### src/rtl/tdm_demux4_pkg.sv
// Shared definitions for the four-slot TDM demultiplexer.
package tdm_demux4_pkg;

   localparam int unsigned NUM_SLOTS = 4;
   localparam int unsigned SLOT_W    = 2;

   typedef enum logic {
      ST_HUNT   = 1'b0,
      ST_LOCKED = 1'b1
   } state_e;

endpackage

### src/rtl/tdm_slot_ctr.sv
// Slot counter: clear has priority over load-to-1, which has priority over increment.
module tdm_slot_ctr
   import tdm_demux4_pkg::*;
(
   input  logic              clk,
   input  logic              rst,
   input  logic              clr_i,
   input  logic              load1_i,
   input  logic              inc_i,
   output logic [SLOT_W-1:0] cnt_o
);

   logic [SLOT_W-1:0] cnt_q;
   logic [SLOT_W-1:0] cnt_d;

   always_comb begin
      cnt_d = cnt_q;
      if (clr_i) begin
         cnt_d = '0;
      end else if (load1_i) begin
         cnt_d = SLOT_W'(1);
      end else if (inc_i) begin
         cnt_d = cnt_q + SLOT_W'(1);
      end
   end

   always_ff @(posedge clk or posedge rst) begin
      if (rst) begin
         cnt_q <= '0;
      end else begin
         cnt_q <= cnt_d;
      end
   end

   assign cnt_o = cnt_q;

endmodule

### src/rtl/tdm_demux4.sv
// Four-slot TDM demultiplexer with frame-atomic registered channel outputs.
module tdm_demux4
   import tdm_demux4_pkg::*;
#(
   parameter int unsigned WIDTH = 8
) (
   input  logic             clk,
   input  logic             rst,
   input  logic [WIDTH-1:0] din,
   input  logic             din_valid,
   input  logic             frame_sync,
   output logic [WIDTH-1:0] ch0,
   output logic [WIDTH-1:0] ch1,
   output logic [WIDTH-1:0] ch2,
   output logic [WIDTH-1:0] ch3,
   output logic             frame_valid,
   output logic             locked,
   output logic             sync_err
);

   state_e            state_q, state_d;
   logic [SLOT_W-1:0] cnt;
   logic              ctr_clr, ctr_load1, ctr_inc;

   logic [WIDTH-1:0]  sh0_q, sh1_q, sh2_q;
   logic [WIDTH-1:0]  sh0_d, sh1_d, sh2_d;
   logic [WIDTH-1:0]  ch0_q, ch1_q, ch2_q, ch3_q;
   logic [WIDTH-1:0]  ch0_d, ch1_d, ch2_d, ch3_d;
   logic              fv_q, fv_d;
   logic              err_q, err_d;
   logic              locked_q;

   tdm_slot_ctr u_slot_ctr (
      .clk     (clk),
      .rst     (rst),
      .clr_i   (ctr_clr),
      .load1_i (ctr_load1),
      .inc_i   (ctr_inc),
      .cnt_o   (cnt)
   );

   // Next-state, shadow capture and frame publish.
   always_comb begin
      state_d   = state_q;
      ctr_clr   = 1'b0;
      ctr_load1 = 1'b0;
      ctr_inc   = 1'b0;
      sh0_d     = sh0_q;
      sh1_d     = sh1_q;
      sh2_d     = sh2_q;
      ch0_d     = ch0_q;
      ch1_d     = ch1_q;
      ch2_d     = ch2_q;
      ch3_d     = ch3_q;
      fv_d      = 1'b0;
      err_d     = 1'b0;

      if (din_valid) begin
         unique case (state_q)
            ST_HUNT: begin
               if (frame_sync) begin
                  sh0_d     = din;
                  ctr_load1 = 1'b1;
                  state_d   = ST_LOCKED;
               end
            end
            ST_LOCKED: begin
               if (cnt == '0) begin
                  if (frame_sync) begin
                     sh0_d     = din;
                     ctr_load1 = 1'b1;
                  end else begin
                     err_d   = 1'b1;
                     ctr_clr = 1'b1;
                     state_d = ST_HUNT;
                  end
               end else if (frame_sync) begin
                  // Mid-frame sync restarts the frame; stale shadows are overwritten later.
                  err_d     = 1'b1;
                  sh0_d     = din;
                  ctr_load1 = 1'b1;
               end else begin
                  ctr_inc = 1'b1;
                  unique case (cnt)
                     SLOT_W'(1): sh1_d = din;
                     SLOT_W'(2): sh2_d = din;
                     default: begin
                        ch0_d = sh0_q;
                        ch1_d = sh1_q;
                        ch2_d = sh2_q;
                        ch3_d = din;
                        fv_d  = 1'b1;
                     end
                  endcase
               end
            end
            default: state_d = ST_HUNT;
         endcase
      end
   end

   always_ff @(posedge clk or posedge rst) begin
      if (rst) begin
         state_q  <= ST_HUNT;
         sh0_q    <= '0;
         sh1_q    <= '0;
         sh2_q    <= '0;
         ch0_q    <= '0;
         ch1_q    <= '0;
         ch2_q    <= '0;
         ch3_q    <= '0;
         fv_q     <= 1'b0;
         err_q    <= 1'b0;
         locked_q <= 1'b0;
      end else begin
         state_q  <= state_d;
         sh0_q    <= sh0_d;
         sh1_q    <= sh1_d;
         sh2_q    <= sh2_d;
         ch0_q    <= ch0_d;
         ch1_q    <= ch1_d;
         ch2_q    <= ch2_d;
         ch3_q    <= ch3_d;
         fv_q     <= fv_d;
         err_q    <= err_d;
         locked_q <= (state_d == ST_LOCKED);
      end
   end

   assign ch0         = ch0_q;
   assign ch1         = ch1_q;
   assign ch2         = ch2_q;
   assign ch3         = ch3_q;
   assign frame_valid = fv_q;
   assign sync_err    = err_q;
   assign locked      = locked_q;

endmodule

### config.mk
export PLATFORM = sky130hd
export DESIGN_NAME = tdm_demux4
export DESIGN_NICKNAME = d
export VERILOG_FILES = /design/src/rtl/tdm_demux4_pkg.sv /design/src/rtl/tdm_slot_ctr.sv /design/src/rtl/tdm_demux4.sv
export SDC_FILE = /design/constraint.sdc
export NUM_CORES = 1
export LEC_CHECK = 0
export CAP_MARGIN = 15
export CORE_UTILIZATION = 46
export DETAILED_ROUTE_END_ITERATION = 7
export GPL_TIMING_DRIVEN = 0
export PLACE_DENSITY = 0.82
export SETUP_SLACK_MARGIN = 0.3
export SYNTH_ARGS = -nofsm -noshare
export SYNTH_HDL_FRONTEND = slang
export SYNTH_SLANG_ARGS = --single-unit
### constraint.sdc
create_clock -name clk -period 2.15 [get_ports clk]
set_input_delay 0.5375 -clock clk [delete_from_list [all_inputs] [get_ports clk]]
set_output_delay 0.5375 -clock clk [all_outputs]
set_load 0.01 [all_outputs]
==> summary.md, run 1 <==
| Metric | Value |
|---|---|
| Status | complete, no violations |
| Top-count cell post-synth | dfrtp_1 |
| Root Buffer | clkbuf_8 |
| Commonest cells in the netlist | 61 x dfrtp_1, 30 x mux2_4, 24 x mux2_2, 6 x ha_1, 5 x inv_1 |
| Critical Path RT | between 1.5 and 2 ns |
| Area Growth Syn to Fin | 32.1% |
| Reg power frac | 42.0% |
| 1st-iter DRT viols | 49 |
| Cells along the critical path | clkdlybuf4s50_1 |
| # nets final | between 200 and 250 |
| Vias in the first global route | 1482 |
| Post-Syn Area per Cell | between 15 and 20 um2 |
| Final setup fails | 0 |
| CTS Buf Count | 9 |
| Synth top area cells | dfrtp_1 60%, mux2_4 18%, mux2_2 11%, ha_1 3.0%, buf_6 1.3% |
| Synth cell types | 20 |
| Max-slew violations | 0 |
| Asr flop ratio synth | 100% |
| Yosys reg bits | 61 |
| Pwr/cell area | 1290 mW/mm2 |
| Per-cell routed wire length | ~16 um |
| Post-Syn Area | 0.00252 mm2 |
| Crit Path Class | reg2out |
| CP Launch Type | flip-flop |
| Internal power | around 3.1 mW |
| Synthesized instance count | ~150 |
| H-tree depth | 3 |
| Critical Path Sink Type | output port |
| WL met2 | 2250 um |
| Final wirelength | roughly 4500 um |
| First-pass GRT wire length | around 7600 um |
| RSZ-0062 raised after global routing | yes |
| Area leader, netlist | dfrtp_1 |
| Placed Cells incl. Taps | about 260 |
| Clk_lat worst skew | 0.33 ns |
| Final Util | 64.0% |
| CTS tree | yes |
| Die ar. | 0.00579 mm2 |
| FP Rows | 26 |
| Cts-stage hold buffer count | 0 |
| Die Ht | about 76 um |
| VDD IR max | ~0.7 mV |
| Number of synthesized flops with an enable pin | 0 |
| Fmax achieved | 0.561 GHz |
| Routed met3 length | around 170 um |
| Yosys warns | 0 |
| DR top layer | met4 |
| Fill count | 382 |
| Clock skew | about 0.0052 ns |
| Die width | approximately 76 um |
| Final Cell Area | 0.00333 mm2 |
| Sw frac | between 20% and 30% |
| Worst Max-Slew Pin Slew | roughly 0.8 ns |
| Number of max-cap violations | 0 |
| IO buf count | 45 |
| Layout cell share with drive strength beyond 1 | 39.8% |
| DR vias | around 1400 |
| Slew margin rel. | between 40% and 50% |
| Gr ovfl total | 0 |
| Clock sinks | 61 |
| Clk slew on worst S/H paths | ~0.07 ns |
| Non-Filler Instances | about 280 |
| Vias per cell | roughly 5 |
| Crit path max-delay family | buffers and inverters |
| Overall routing resource usage | 17.7% |
| Switching power | 1.17 mW |
| Initial Util | around half |
| Worst path slowest cell | clkdlybuf4s50_1 |
| Register area share after synthesis | around three fifths |
| ANT cells | 0 |
| Crit-path max FO | 2 |
| Synth top area share | roughly three fifths |
| Top Ports | 47 |
| Longest Clk Path Bufs | 2 |
| Initial antenna violation count | 0 |
| Final GP Congestion | between 0.7 and 0.8 |
| Combinational group share of total power | between 30% and 40% |
| Most used flip-flop cell after synthesis | dfrtp_1 |
| Placed instance area | 0.00309 mm2 |
| Core Footprint | 0.00520 mm2 |
| Bufs and invs on worst path | 1 |
| Min cycle time layout | 1.78 ns |
| HP Class | in2reg |
| Worst Path Arrival | 1.24 ns |
| TNS Setup | 0 ns |
| Pin count of the biggest net entering global routing | 38 |
| Drt pass-1 iters | 4 |
| Clock power share | 24.6% |
| CP max stage delay | between 0.5 and 0.6 ns |
| Detail Route Antenna Nets | 0 |
| Static Leak | about 1.6 nW |
| # DRC | 0 |
| Syn nets | around 170 |
| Tcrit/Tclk final | approximately 83% |
| Hold_ws | 0.474 ns |
| Final Hold Vio Count | 0 |
| DRT met1 WL | roughly 2100 um |
| Post-DP HPWL | 2980 um |
-- flip-flops by register name, summed over array words and instances (netlist names) --
| signal | count |
|---|---|
| ch2 | 8 |
| sync_err | 1 |
| sh0_q | 8 |
| sh2_q | 8 |
| frame_valid | 1 |
| sh1_q | 8 |
| ch0 | 8 |
| u_slot_ctr.cnt_o | 2 |
| ch3 | 8 |
| locked | 1 |
| ch1 | 8 |
-- per-stage QoR --
stage	power (mW)	setup slack [ns]
after floorplan	2.57	0.441
after global placement	3.15	-0.144
after detailed placement	3.22	-0.186
after CTS	4.30	0.304
after global routing	4.51	0.298
final	4.30	0.369
-- final timing paths --
check | from | to | slack (ns) | cells after the start
setup / recovery | ch0[4] | ch0[4] | 0.37 | 1
hold / removal | din_valid | u_slot_ctr.cnt_o[1] | 0.47 | 2
setup reg to reg | u_slot_ctr.cnt_o[0] | sh1_q[7] | 0.37 | 7
hold reg to reg | sh0_q[2] | ch0[2] | 0.50 | 1
max in group asynchronous | rst | sh1_q[4] | 0.87 | 3
min in group asynchronous | rst | ch3[6] | 0.71 | 2
-- power groups by stage --
stage / Combinational, mW / Clock [mW] / Sequential (mW)
floorplan: 0.686 / 0 / 1.89
global placement: 1.34 / 0 / 1.81
detailed placement: 1.39 / 0 / 1.83
CTS: 1.42 / 1.08 / 1.81
global route: 1.53 / 1.13 / 1.86
finish: 1.43 / 1.06 / 1.80
-- cell usage in the layout, fill, tap and decap left out --
master	count
mux2_4	30
nand4_2	1
dfrtp_2	1
nand2_8	2
dlygate4sd2_1	1
mux2_2	24
a22o_1	2
nand2_1	3
dfrtp_1	60
and3_4	1
ha_1	6
and3_1	1
a41o_1	1
bufinv_16	1
clkinvlp_4	2
clkbuf_1	1
clkdlybuf4s50_1	44
inv_2	3
buf_6	3
a32oi_1	1
buf_4	2
buf_16	1
a21oi_1	1
inv_1	2
nor4_1	1
mux2_1	2
clkbuf_8	12
clkinv_2	1
o211ai_1	1
-- area by class of cell --
type,count,area (um2),area share (%)
Tap cell,70,87.6,2.63
Clock inverter,3,42.5,1.28
Buffer,4,41.3,1.24
Inverter,6,26.3,0.788
Multi-Input combinational cell,77,955,28.6
Sequential cell,61,1530,45.8
Timing Repair Buffer,47,484,14.5
Clock buffer,13,169,5.07
-- logic make-up (layout without fill, tap and decap cells) --
kind of cell / after synthesis / count (layout) / synth area share, %
muxes: 56 / 56 / 29.4
DFF: 61 / 61 / 60.5
adders and majority gates: 6 / 6 / 2.97
buffers and inverters: 10 / 73 / 2.53
AOI/OAI and AO/OA: 6 / 6 / 1.93
and+or+nand+nor: 9 / 9 / 2.63
-- routing by layer --
layer	track usage (%)	vias to the layer above
met1	21.9	735
met4	8.65	0
met3	5.03	6
li1	-	639
met2	28.5	38
met5	0	-
-- what timing repair did --
item,in CTS,in global routing
buffers inserted,1,0
gates resized for setup,4,3
setup endpoints to repair,17,16
pin swaps,2,1
No activity file was read; power rests on OpenSTA's default activity.
==> run 2, diff against run 1 <==
Settings changed: CORE_UTILIZATION 46 to 51, PLACE_DENSITY 0.82 to 0.85.
Clock period 2.15 ns to 1.7 ns, I/O delays scaled along.
==> run 2 against run 1 <==
Net effect:
- power increased by 38%
- first-iteration DRC count is 51% higher
- clock skew rose by 0.0052 ns
- register-to-register slack worse by 0.29 ns
- design area grew 9.0%
- non-clock buffer count up 26
- die area shrank 9.6%
- cell count is 8.2% higher
- worst hold slack got worse by 0.11 ns
- setup slack got worse by 0.29 ns
- highest routed layer unchanged
==> summary.md, run 2 (synthesis results as in run 1) <==
| Metric | Value |
|---|---|
| Final Util | 76.4% (+12 points) |
| Initial Util | 53.1% (+4.6 points) |
| VDD IR max | 0.990 mV (+42%) |
| Max-slew violations | 0 (unchanged) |
| Top Ports | 47 (unchanged) |
| Static Leak | 1.92 nW (+18%) |
| Overall routing resource usage | 25.0% (+7.3 points) |
| Setup ws final | 0.0748 ns (-0.294 ns) |
| Final Hold Vio Count | 0 (unchanged) |
| TNS Setup | 0 ns (unchanged) |
| Tcrit/Tclk final | roughly 96% |
| Pin count of the biggest net entering global routing | 33 (-13%) |
| Hold_ws | 0.364 ns (-0.110 ns) |
| Final setup fails | 0 (unchanged) |
| Die ar. | 0.00523 mm2 (-9.6%) |
| Root Buffer | clkbuf_8 |
| Most frequent cells in the layout | 60 x dfrtp_1, 46 x mux2_4, 28 x clkbuf_2 |
| Final Cell Area | 0.00363 mm2 (+9.0%) |
| Critical Path Sink Type | flip-flop |
| Worst Max-Slew Pin Slew | 0.663 ns (-0.156 ns) |
| Cells on worst reg2reg path | 7 (unchanged) |
| Vias per cell | 5.22 (+3.4%) |
| FP Rows | 25 (-3.8%) |
| First-pass GRT wire length | 9250 um (+21%) |
| Clock skew | 0.0104 ns (+0.00517 ns) |
| ANT cells | 0 (unchanged) |
| Pwr/cell area | 1630 mW/mm2 (+27%) |
| Vias in the first global route | 1700 (+15%) |
| Crit. Startpoint | u_slot_ctr.cnt_o[0] |
| Placed Cells incl. Taps | 261 (-1.1%) |
| Register-to-register setup slack | 0.07 ns (-0.29 ns) |
| CTS tree | yes |
| Power Total | 5.93 mW (+38%) |
| Die width | 72.3 um (-4.9%) |
| Pre-CTS setup slack | -0.401 ns (-0.215 ns) |
| 1st-iter DRT viols | 74 (+51%) |
| HP Class | in2reg |
| Non-Filler Instances | 304 (+8.2%) |
| H-tree depth | 3 (unchanged) |
| DR vias | 1586 (+12%) |
| Fmax achieved | a little over 0.6 GHz |
| Number of max-cap violations | 0 (unchanged) |
| Most common cell after layout, fill and taps aside | dfrtp_1 |
| CTS Buf Count | 9 (unchanged) |
| Initial antenna violation count | 0 (unchanged) |
| Slew margin rel. | 55.7% (+10 points) |
| R2r endpoint | sh2_q[3] |
| Final GP Congestion | 0.829 (+5.1%) |
| Post-DP HPWL | 3220 um (+8.1%) |
| RSZ-0062 raised after global routing | yes |
| Detail Route Antenna Nets | 0 (unchanged) |
| CP Capture Point | sh2_q[3] |
| Hold path depth | 2 (unchanged) |
| Drt pass-1 iters | 4 (unchanged) |
| CP Launch Type | flip-flop |
| Per-cell routed wire length | 19.4 um (+20%) |
| Clk slew on worst S/H paths | 0.06 ns (about the same) |
| Clk_lat worst skew | 0.34 ns (about the same) |
| IO buf count | 45 (unchanged) |
| Cts-stage hold buffer count | 0 (unchanged) |
| Placed instance area | 0.00312 mm2 (+0.81%) |
| Core Footprint | 0.00475 mm2 (-8.7%) |
| Critical Path RT | 1.91 ns (+0.30 ns) |
| Worst Path Arrival | 1.84 ns (+0.60 ns) |
| Crit-path max FO | 8 (+6) |
| Area Growth Syn to Fin | 43.9% |
| Layout cell share with drive strength beyond 1 | 62.9% (+23 points) |
| Clock sinks | 61 (unchanged) |
| # DRC | 0 (unchanged) |
| Status | complete, no violations |
| Min cycle time layout | around 1.6 ns |
| Worst r2r src | u_slot_ctr.cnt_o[0] |
| Longest Clk Path Bufs | 2 (unchanged) |
| Crit Path Class | reg2reg |
| Gr ovfl total | 0 (unchanged) |
| # nets final | 250 (+12%) |
| Die Ht | 72.3 um (-4.9%) |
| Final wirelength | 5890 um (+30%) |
[run 2: cell count changes in the layout (fill, tap and decap cells not counted), moves of 7 or more]
cell             delta
mux2_4             +16
buf_4              +14
buf_12              +7
clkdlybuf4s50_1    -35
mux2_2             -14
clkbuf_2           +28
[run 2: repair_timing]
action | CTS | global route
buffers inserted | 20 | 4
setup endpoints to repair | 93 | 84
resized for setup | 108 | 38
gates cloned | 3 | 0
pin swaps | 4 | 2
[run 2: final cells by class]
type                       instances  area [um2]
timing repair buffer              73         632
multi-input combinational         77        1090
fill                             297        1120
inverter                           6        26.3
buffer                             4        67.6
tap                               67        83.8
clock buffer                      12         135
clock inverter                     4        72.6
sequential                        61        1530
[run 2: power breakdown]
part	internal [mW]	total, mW	switching (mW)
combinational	1.34	2.22	0.879
clock	0.825	1.39	0.563
sequential	1.98	2.32	0.336
[run 2: how the worst min path moves through the flow]
| stage | from | to | slack, ns |
|---|---|---|---|
| 6_report | din_valid | u_slot_ctr.cnt_o[1] | 0.36 |
| 5_1_grt | din_valid | u_slot_ctr.cnt_o[1] | 0.36 |
| 4_1_cts | din_valid | u_slot_ctr.cnt_o[1] | 0.35 |
| 3_5_place_dp | sh1_q[6] | sh1_q[6] | 0.48 |
| 3_3_place_gp | sh1_q[0] | sh1_q[0] | 0.48 |
| 2_1_floorplan | sh1_q[0] | sh1_q[0] | 0.46 |
[run 2: per-layer routing]
layer	wire length, um	part of all wire (%)	track usage (%)
met5	0	0	0
met3	281	4.8	7.92
met1	2520	43	30.5
met2	3030	51	41.5
met4	64	1.1	9.15
[run 2: worst max-delay path, stage by stage, from the launching register on]
cell and delay (ns):
dfrtp_1 0.40, inv_2 0.08, ha_4 0.16, inv_2 0.05, ha_4 0.13, and3_4 0.25, nand2_8 0.11, mux2_4 0.32
